## config.mk

```make
export PLATFORM = sky130hd
export DESIGN_NAME = fetch_unit
export DESIGN_NICKNAME = d
export VERILOG_FILES = /design/src/rtl/fetch_unit.sv
export SDC_FILE = /design/constraint.sdc
export NUM_CORES = 1
export LEC_CHECK = 0
export ABC_AREA = 1
export CORE_ASPECT_RATIO = 0.5
export CORE_MARGIN = 4
export CORE_UTILIZATION = 50
export DETAILED_ROUTE_END_ITERATION = 8
export PLACE_DENSITY = 0.88
export SYNTH_ARGS = -nofsm -noshare
export SYNTH_HDL_FRONTEND = slang
export SYNTH_SLANG_ARGS = --single-unit
```

## constraint.sdc

```tcl
create_clock -name clock -period 6.1 [get_ports clock]
set_input_delay 1.525 -clock clock [delete_from_list [all_inputs] [get_ports clock]]
set_output_delay 1.525 -clock clock [all_outputs]
set_load 0.05 [all_outputs]
```

## src/rtl/fetch_unit.sv

```systemverilog
// Instruction fetch stage: holds the pc, reads instruction memory and buffers
// {pc, instr} pairs toward decode; redirects flush and restart, misaligned targets trap.
module fetch_unit #(
  parameter logic [31:0] RESET_PC = 32'h0000_0000,
  parameter int unsigned DEPTH    = 2
) (
  input  logic        clock,
  input  logic        reset,
  input  logic        fetch_enable,
  output logic [31:0] imem_address,
  input  logic [31:0] imem_data,
  input  logic        redirect_valid,
  input  logic [31:0] redirect_pc,
  output logic        out_valid,
  input  logic        out_ready,
  output logic [31:0] out_instr,
  output logic [31:0] out_pc,
  output logic        misaligned
);

  localparam int unsigned PTR_W = (DEPTH > 1) ? $clog2(DEPTH) : 1;
  localparam int unsigned CNT_W = PTR_W + 1;

  typedef enum logic [0:0] {ST_RUN, ST_ERROR} state_t;

  typedef struct packed {
    logic [31:0] pc;
    logic [31:0] instr;
  } entry_t;

  state_t             state_q, state_d;
  logic [31:0]        pc_q, pc_d;
  logic [CNT_W-1:0]   cnt_q, cnt_d;
  logic [PTR_W-1:0]   rd_q, rd_d;
  logic [PTR_W-1:0]   wr_q, wr_d;
  logic               misaligned_q, misaligned_d;
  entry_t             mem_q [DEPTH];
  logic               push;
  logic               pop;
  entry_t             wr_entry;

  assign imem_address = {2'b00, pc_q[31:2]};
  assign out_valid    = (cnt_q != '0);
  assign out_pc       = mem_q[rd_q].pc;
  assign out_instr    = mem_q[rd_q].instr;
  assign misaligned   = misaligned_q;
  assign wr_entry     = '{pc: pc_q, instr: imem_data};

  // Next-state: a redirect flushes and wins over push/pop; ERROR only drains.
  always_comb begin
    state_d      = state_q;
    pc_d         = pc_q;
    cnt_d        = cnt_q;
    rd_d         = rd_q;
    wr_d         = wr_q;
    misaligned_d = misaligned_q;
    push         = 1'b0;
    pop          = 1'b0;

    case (state_q)
      ST_RUN: begin
        if (redirect_valid) begin
          cnt_d = '0;
          rd_d  = '0;
          wr_d  = '0;
          if (redirect_pc[1:0] == 2'b00) begin
            pc_d = redirect_pc;
          end else begin
            misaligned_d = 1'b1;
            state_d      = ST_ERROR;
          end
        end else begin
          // Full is judged on the current count, so a same-cycle pop does not free a slot.
          push = fetch_enable && (cnt_q != CNT_W'(DEPTH));
          pop  = out_valid && out_ready;
        end
      end
      ST_ERROR: begin
        pop = out_valid && out_ready;
      end
      default: begin
        state_d = ST_RUN;
      end
    endcase

    if (push) begin
      wr_d = wr_q + PTR_W'(1);
      pc_d = pc_q + 32'd4;
    end
    if (pop) begin
      rd_d = rd_q + PTR_W'(1);
    end
    if (push || pop) begin
      cnt_d = cnt_q + CNT_W'(push) - CNT_W'(pop);
    end
  end

  always_ff @(posedge clock) begin
    if (reset) begin
      state_q      <= ST_RUN;
      pc_q         <= RESET_PC;
      cnt_q        <= '0;
      rd_q         <= '0;
      wr_q         <= '0;
      misaligned_q <= 1'b0;
    end else begin
      state_q      <= state_d;
      pc_q         <= pc_d;
      cnt_q        <= cnt_d;
      rd_q         <= rd_d;
      wr_q         <= wr_d;
      misaligned_q <= misaligned_d;
      if (push) begin
        mem_q[wr_q] <= wr_entry;
      end
    end
  end

endmodule

```

==> results of run 1 <==
-- per-layer routing --
layer  part of all wire, %  up-vias  wire length (um)  GRT usage [%]
li1                      -     2494                 -              -
met1                    38     2566              6790           24.2
met2                    52      248              9190           38.0
met3                   7.0       51              1240           4.14
met4                   2.7        0               471           8.74
met5                     0        -                 0              0
-- area by class of cell --
| type | count | area (sq um) |
|---|---|---|
| clock inverters | 15 | 208 |
| multi-input cells | 400 | 2340 |
| flip-flops and latches | 167 | 4630 |
| well taps | 198 | 248 |
| fillers | 1045 | 4810 |
| repair buffers | 168 | 1680 |
| clock buffers | 17 | 425 |
| inverters | 42 | 158 |
-- power by group through the flow --
stage	registers (mW)	clock network, mW	logic (mW)
floorplan	1.30	0	0.176
global placement	1.30	0	0.267
detailed placement	1.30	0	0.272
CTS	1.28	1.16	0.275
global route	1.28	1.21	0.288
finish	1.28	1.15	0.274
-- cells by family (layout without fill, tap and decap cells) --
group                    count (synthesis)  after routing
flip-flops                             167            167
buffers and inverters                   93            242
adder cells (fa/ha/maj)                  4              4
other                                    1              2
AND/OR/NAND/NOR                        270            270
multiplexers                            64             64
AO/OA/AOI/OAI                           54             54
XOR/XNOR                                 6              6
-- path summary, 6_finish.rpt --
path / start / endpoint / depth (start not counted)
hold reg to reg: misaligned / misaligned / 2
setup / recovery: register / out_pc[16] / 3
setup reg to reg: cnt_q[0] / mem_q[0][51] / 7
hold / removal: misaligned / misaligned / 2
-- per-stage QoR --
stage          utilization, %  hold slack [ns]  cells  power, mW  cell area, sq um
2_1_floorplan               -            0.426    660       1.47              7450
3_3_place_gp             62.4            0.462    975       1.57              9060
3_5_place_dp             62.4            0.475    975       1.58              9060
4_1_cts                  66.8            0.489   1007       2.71              9690
5_1_grt                  66.8            0.518   1007       2.78              9690
6_report                 66.8            0.480   1007       2.70              9690
-- sequential cells by signal, summed over array words and instances, names as in the netlist, named ones only --
signal      flops
mem_q         128
state_q         1
cnt_q           2
misaligned      1
pc_q           32
rd_q            1
wr_q            1
-- cells in the final DEF (no fill, tap or decap), types with 4 or more instances in the layout --
master | synthesis | layout
a21oi_1 | 23 | 23
nor2_4 | 6 | 8
clkbuf_16 | 0 | 17
ha_1 | 4 | 4
inv_8 | 0 | 4
inv_6 | 0 | 4
edfxtp_1 | 128 | 128
dfxtp_1 | 39 | 38
inv_2 | 4 | 4
nand2_2 | 4 | 4
inv_1 | 37 | 37
a31oi_1 | 7 | 7
clkdlybuf4s50_1 | 0 | 164
o21ai_0 | 6 | 6
nand2_1 | 158 | 158
mux2_2 | 64 | 64
nor2_1 | 46 | 44
o21a_1 | 10 | 10
nand3_1 | 40 | 40
-- worst max-delay path, stage by stage, from the launching register on --
cell	delay, ns
dfxtp_2	0.80
buf_4	0.54
mux2_2	0.42
clkdlybuf4s50_1	0.71
==> flow_metrics.py, run 1 <==
metrics = {
    "synth": {
        "synth_xor_area_share_pct": 0.705,
        "ys_types": 39,
        "async_reset_ff_share_pct": 0,
        "synth_area_sq_um": 7450,
        "synth_area_leaders": "edfxtp_1, dfxtp_1, mux2_2, nand2_1, buf_4",
        "synth-seq-area-share_pct": 62.1,
        "netlist_instances": 659,
        "yosys.cell_count.top_type": "nand2_1",
        "yosys.area.top_type_share_pct": 51.6,
        "synth_compound_area_share_pct": 4.28,
        "yosys.area_share.simple_pct": 15.8,
        "synth.area.mux_share_pct": 9.67,
        "synth-seq-cells": 167,
        "synthFlopType": "edfxtp_1",
        "synth_warnings": 0,
        "synth_top_family_by_area": "simple AND/OR/NAND/NOR gates",
        "synth_common_cells": "nand2_1, edfxtp_1, mux2_2",
        "synthAdderAreaFrac_pct": 0.672,
        "synth_edf_count": 128,
        "synth_top_cell_by_area": "edfxtp_1",
        "syn_avg_cell_area_sq_um": 11.3,
    },
    "clocking": {
        "cts_tree": "built",
        "cts.repair.resized": 0,
        "cts_inserted_buffers": 17,
        "cts.sinks": 167,
        "cts_setup_buffers": 0,
        "cts_max_level": 4,
        "holdBufCountCts": 0,
        "clockBufferDepth": 2,
        "cts-root-buf": "clkbuf_16",
        "worstSkewPairLatency_ns": 0.43,
        "cts.reportedPaths.clkPinSlew_ns": 0.07,
    },
    "route": {
        "vias_per_cell": 5.32,
        "first_iter_violations": 430,
        "antenna_left": 0,
        "drc": 0,
        "vias": 5359,
        "drt-wirelength-per-cell_um": 17.6,
        "routed_wirelength_mm": 17.7,
        "drt_pass1_iterations": 5,
    },
    "global_routing": {
        "grt_pass1_wl_mm": 27.9,
        "grt_pass1_vias": 5473,
        "grt.total_usage_pct": 20.7,
        "grt_overflow": 0,
        "antenna_found_initial": 0,
        "grt_start_max_net_pins": 65,
    },
    "sta": {
        "tns_ns": 0,
        "max_freq_ghz": 0.224,
        "finalSetupViolCount": 0,
        "setup_ws_ns": 1.63,
        "relSlewSlack_pct": 29.8,
        "fin_crit_sh_pct": 73.2,
        "rsz0062_at_grt": "false",
        "finalCriticalPeriod_ns": 4.47,
        "worst_pin_slew_ns": 1.05,
        "final_max_slew_viol_count": 0,
        "hold_viol": 0,
        "worst_clock_skew_ns": 0.00925,
    },
    "power": {
        "max-vdd-ir-drop_mv": 0.168,
        "intPower_mw": 2.02,
        "p_comb_share_pct": 10.1,
        "seq_power_share_pct": 47.3,
        "p_leak_nw": 3.27,
        "switching_share_pct": 25.1,
        "power_density_nw_per_um2": 279,
        "p_sw_mw": 0.678,
        "clock_power_share_pct": 42.6,
    },
    "finish": {
        "drive_gt1_share_pct": 15.5,
        "area_delta_synth_final_pct": 30.1,
        "nets": 869,
        "insertedDiodeCount": 0,
    },
    "critical_path": {
        "worstSetupEndpointType": "output port",
        "rrSetupSlack_ns": 3.00,
        "cp-start-kind": "register",
        "worst-path-max-fanout": 36,
        "arrival_ns": 2.94,
        "worstSetupPathType": "register to output port",
        "critical_path_required_ns": 4.58,
    },
    "floorplanning": {
        "core-area_sq_um": 14500,
        "dieArea_sq_um": 17000,
        "fp.dieW_um": 181,
        "start_util_pct": 51.4,
        "boundaryPins": 167,
        "num_rows": 31,
        "die_h_um": 94.3,
    },
    "placement": {
        "dp_hpwl_mm": 11.7,
        "gp_routability_congestion": 0.906,
        "port-buffer-count": 164,
        "pre_cts_slack_ns": 1.41,
    },
    "job": {
        "max_cap_violations": 0,
    },
    "outcome": {
        "outcome": "finished, final reports clean",
    },
    "worst_hold_path": {
        "min_path_type": "register to register",
    },
}
No activity file was read; power rests on OpenSTA's default activity.
==> run 2: changes to the inputs <==
Clock period 6.1 ns to 4.6 ns, I/O delays scaled along.
==> run 2 against run 1 <==
Compared with the run above: hold slack worse by 0.0021 ns; count of clock-buffer cells in the layout up 3; critical endpoint unchanged; non-clock buffer count up 4; power up 29%; first-iteration DRC count up 15%; die area unchanged; critical path depth unchanged; utilization up 0.078 points; final area up 0.12%; via count down 0.99%; clock skew about the same; global-route usage down 0.27 points.
==> flow_metrics.py, run 2 (synthesis results as in run 1) <==
metrics = {
    "sta": {
        "tns_ns": 0,
        "finalSetupViolCount": 0,
        "worst_clock_skew_ns": 0.00949,
        "max_freq_ghz": 0.265,
        "final_max_slew_viol_count": 0,
        "hold_viol": 0,
        "relSlewSlack_pct": 49.3,
        "rsz0062_at_grt": "false",
        "worst_pin_slew_ns": 0.759,
        "fin_crit_sh_pct": 81.9,
        "finalCriticalPeriod_ns": 3.77,
    },
    "power": {
        "intPower_mw": 2.63,
        "max-vdd-ir-drop_mv": 0.227,
        "p_leak_nw": 3.27,
        "p_comb_share_pct": 10.5,
        "fin_total_pwr_mw": 3.48,
        "power_density_nw_per_um2": 359,
        "seq_power_share_pct": 48.7,
        "clock_power_share_pct": 40.8,
        "p_sw_mw": 0.852,
        "switching_share_pct": 24.5,
    },
    "clocking": {
        "cts_max_level": 4,
        "cts-root-buf": "clkbuf_16",
        "cts_setup_buffers": 0,
        "cts.reportedPaths.clkPinSlew_ns": 0.06,
        "cts_tree": "built",
        "cts_inserted_buffers": 17,
        "worstSkewPairLatency_ns": 0.43,
        "cts.repair.resized": 0,
        "cts.sinks": 167,
        "clockBufferDepth": 2,
        "holdBufCountCts": 0,
    },
    "global_routing": {
        "grt_start_max_net_pins": 38,
        "grt.total_usage_pct": 20.5,
        "grt_overflow": 0,
        "antenna_found_initial": 0,
        "grt_pass1_wl_mm": 27.4,
        "grt_pass1_vias": 5322,
    },
    "critical_path": {
        "worstSetupEndpointType": "output port",
        "arrival_ns": 2.62,
        "worstSetupPathType": "register to output port",
        "critical_path_required_ns": 3.45,
        "rrSetupSlack_ns": 2.24,
        "worst-path-max-fanout": 37,
        "cp-start-kind": "register",
    },
    "floorplanning": {
        "num_rows": 31,
        "core-area_sq_um": 14500,
        "boundaryPins": 167,
        "start_util_pct": 51.4,
        "fp.dieW_um": 181,
        "dieArea_sq_um": 17000,
        "die_h_um": 94.3,
    },
    "route": {
        "drc": 0,
        "first_iter_violations": 496,
        "drt_pass1_iterations": 5,
        "antenna_left": 0,
        "routed_wirelength_mm": 17.4,
        "vias": 5306,
        "vias_per_cell": 5.25,
        "drt-wirelength-per-cell_um": 17.3,
    },
    "finish": {
        "top_regs": "mem_q x128, pc_q x32, cnt_q x2",
        "nets": 873,
        "largest-register": "mem_q",
        "largest_register_ffs": 128,
        "area_delta_synth_final_pct": 30.2,
        "most-common-layout-cells": "clkdlybuf4s50_1, nand2_1, edfxtp_1",
        "insertedDiodeCount": 0,
        "mostFrequentLayoutCell": "clkdlybuf4s50_1",
        "drive_gt1_share_pct": 15.6,
        "finalCoreUtilization_pct": 66.9,
    },
    "placement": {
        "dp_hpwl_mm": 12.1,
        "gp_routability_congestion": 0.937,
        "port-buffer-count": 164,
    },
    "outcome": {
        "outcome": "finished, final reports clean",
    },
    "worst_hold_path": {
        "min_path_type": "register to register",
    },
    "job": {
        "max_cap_violations": 0,
    },
}
[run 2: layer usage]
layer / routed length, um / part of all wire (%) / track usage, %
met1: 6930 / 40 / 24.6
met2: 9070 / 52 / 37.2
met3: 1050 / 6.0 / 3.98
met4: 387 / 2.2 / 7.61
met5: 0 / 0 / 0
[run 2: power groups by stage]
stage / combinational [mW] / clock, mW / sequential [mW]
after floorplan: 0.234 / 0 / 1.72
after global placement: 0.356 / 0 / 1.73
after detailed placement: 0.363 / 0 / 1.73
after CTS: 0.366 / 1.43 / 1.70
after global routing: 0.385 / 1.51 / 1.70
final: 0.365 / 1.42 / 1.70
[run 2: per-stage QoR]
step,cell area (sq um),setup slack [ns],hold WS [ns],cells
after floorplan,7460,0.765,0.426,660
after global placement,9110,1.17,0.438,979
after detailed placement,9110,1.10,0.447,979
after CTS,9700,0.810,0.479,1011
after global routing,9700,0.719,0.488,1011
final,9700,0.832,0.478,1011
[run 2: critical path: stages (launching register included)]
cell and delay, ns:
dfxtp_2 0.76, buf_12 0.30, mux2_2 0.38, clkdlybuf4s50_1 0.72
[run 2: area by class of cell]
type                    instances  area (sq um)
clock inverters                12           143
repair buffers                172          1740
inverters                      42           158
well taps                     198           248
clock buffers                  20           447
multi-input cells             400          2340
fillers                      1016          4800
flip-flops and latches        167          4630
[run 2: worst paths after layout]
path	startpoint	to	cells after the start
worst max-delay path	register	out_pc[16]	3
worst min-delay path	misaligned	misaligned	2
worst max register to register	cnt_q[0]	mem_q[0][34]	8
worst min register to register	misaligned	misaligned	2
==> run 3: changes to the inputs <==
Clock period 4.6 ns to 3.8 ns, I/O delays scaled along.
==> run 3 against run 2 <==
Compared with the run above: count of clock-buffer cells in the layout is 1 lower; critical path type unchanged; cell count decreased by 0.20%; register-to-register slack got worse by 0.62 ns; critical path depth unchanged; die area stayed put; sequential power grew 21%; sequential share of layout area increased by 0.17 points; global-route usage shrank 0.063 points; first-iteration DRC count shrank 27%; power grew 20%; setup slack worse by 0.22 ns.
==> flow_metrics.py, run 3 (synthesis results as in run 1) <==
metrics = {
    "outcome": {
        "outcome": "finished, final reports clean",
    },
    "clocking": {
        "cts_inserted_buffers": 17,
        "cts-root-buf": "clkbuf_16",
        "cts_max_level": 4,
        "cts.sinks": 167,
        "cts_tree": "built",
        "cts.reportedPaths.clkPinSlew_ns": 0.06,
        "holdBufCountCts": 0,
        "worstSkewPairLatency_ns": 0.42,
        "cts.repair.resized": 0,
        "cts_setup_buffers": 0,
        "clockBufferDepth": 2,
    },
    "route": {
        "vias_per_cell": 5.18,
        "drt_pass1_iterations": 5,
        "routed_wirelength_mm": 17.3,
        "vias": 5225,
        "first_iter_violations": 362,
        "drc": 0,
        "drt-wirelength-per-cell_um": 17.1,
        "antenna_left": 0,
    },
    "power": {
        "p_leak_nw": 3.26,
        "power_density_nw_per_um2": 431,
        "max-vdd-ir-drop_mv": 0.339,
    },
    "finish": {
        "most-common-layout-cells": "clkdlybuf4s50_1, nand2_1, edfxtp_1",
        "drive_gt1_share_pct": 15.4,
        "regArea_sq_um": 4630,
        "multi_input_area_sq_um": 2340,
        "fillers": 1057,
        "mostFrequentLayoutCell": "clkdlybuf4s50_1",
        "top_regs": "mem_q x128, pc_q x32, cnt_q x2",
        "nets": 871,
        "insertedDiodeCount": 0,
        "finish.instance_area_sq_um": 9670,
        "largest_register_ffs": 128,
        "largest-register": "mem_q",
        "area_delta_synth_final_pct": 29.8,
    },
    "sta": {
        "tns_ns": 0,
        "rsz0062_at_grt": "false",
        "worst_pin_slew_ns": 0.550,
        "finalSetupViolCount": 0,
        "worst_clock_skew_ns": 0.00855,
        "whs_ns": 0.457,
        "relSlewSlack_pct": 63.2,
        "finalCriticalPeriod_ns": 3.19,
        "final_max_slew_viol_count": 0,
        "fin_crit_sh_pct": 83.9,
        "max_freq_ghz": 0.314,
        "hold_viol": 0,
        "setup_ws_ns": 0.611,
    },
    "critical_path": {
        "rr_worst_depth": 7,
        "cp_top_family": "buffers and inverters",
        "critPathSlowestCell": "clkdlybuf4s50_1",
        "cp-start-kind": "register",
        "crit_chain": "buf_12 -> mux2_2 -> clkdlybuf4s50_1",
        "critical_path_required_ns": 2.85,
        "worstSetupEndpointType": "output port",
        "rrSetupSlack_ns": 1.62,
        "worst-path-buf-inv": 2,
        "r2r_start": "cnt_q[0]",
        "arrival_ns": 2.24,
        "worst-path-max-fanout": 64,
        "reg2reg_to": "mem_q[0][20]",
        "worstSetupPathType": "register to output port",
        "slowest_delay_ns": 0.73,
    },
    "worst_hold_path": {
        "min_path_type": "register to register",
        "hold_depth": 0,
        "min-delay-start": "pc_q[0]",
        "min_to": "mem_q[0][32]",
    },
    "floorplanning": {
        "fp.dieW_um": 181,
        "boundaryPins": 167,
        "core-area_sq_um": 14500,
        "start_util_pct": 51.4,
        "dieArea_sq_um": 17000,
        "die_h_um": 94.3,
        "num_rows": 31,
    },
    "global_routing": {
        "grt_pass1_vias": 5368,
        "grt.total_usage_pct": 20.4,
        "grt_pass1_wl_mm": 27.4,
        "grt_start_max_net_pins": 65,
        "antenna_found_initial": 0,
        "grt_overflow": 0,
    },
    "placement": {
        "placed_area_sq_um": 9100,
        "dp_hpwl_mm": 11.5,
        "pre_cts_slack_ns": 0.654,
        "gp_routability_congestion": 0.911,
        "port-buffer-count": 164,
    },
    "job": {
        "max_cap_violations": 0,
    },
}
[run 3: worst reg2reg max path, delay by kind of cell (launching register included)]
kind	cells	cell delay, ns
buffers and inverters	3	0.73
DFF	1	0.37
and+or+nand+nor	4	0.71
[run 3: area by class of cell]
| cell class | count | share of cell area [%] |
|---|---|---|
| Inverter | 42 | 1.63 |
| Timing Repair Buffer | 170 | 17.8 |
| Clock inverter | 13 | 1.42 |
| Multi-Input combinational cell | 400 | 24.2 |
| Sequential cell | 167 | 47.8 |
| Clock buffer | 19 | 4.48 |
| Tap cell | 198 | 2.56 |
[run 3: report_power, final]
part,switching (mW),internal (mW)
clock network,0.753,0.925
registers,0.0433,2.01
logic,0.264,0.176
[run 3: how the worst max path moves through the flow]
| stage | from | to | cells after the start |
|---|---|---|---|
| after global routing | register | out_pc[11] | 3 |
| after global placement | redirect_valid | mem_q[0][19] | 7 |
| after CTS | register | out_pc[11] | 3 |
| after detailed placement | fetch_enable | mem_q[0][14] | 6 |
| after floorplan | redirect_valid | mem_q[0][0] | 6 |
| final | register | out_pc[1] | 3 |
[run 3: routing by layer]
layer,track usage [%],vias to the layer above,wire (um)
met2,37.4,163,9090
li1,-,2507,-
met3,3.79,30,792
met5,0,-,0
met4,6.92,0,257
met1,24.7,2525,7140
[run 3: stage by stage]
step / utilization [%] / power (mW) / instances
final: 66.7 / 4.17 / 1009
after global routing: 66.7 / 4.31 / 1009
after CTS: 66.7 / 4.19 / 1009
after detailed placement: 62.7 / 2.53 / 977
after global placement: 62.7 / 2.52 / 977
after floorplan: - / 2.36 / 660
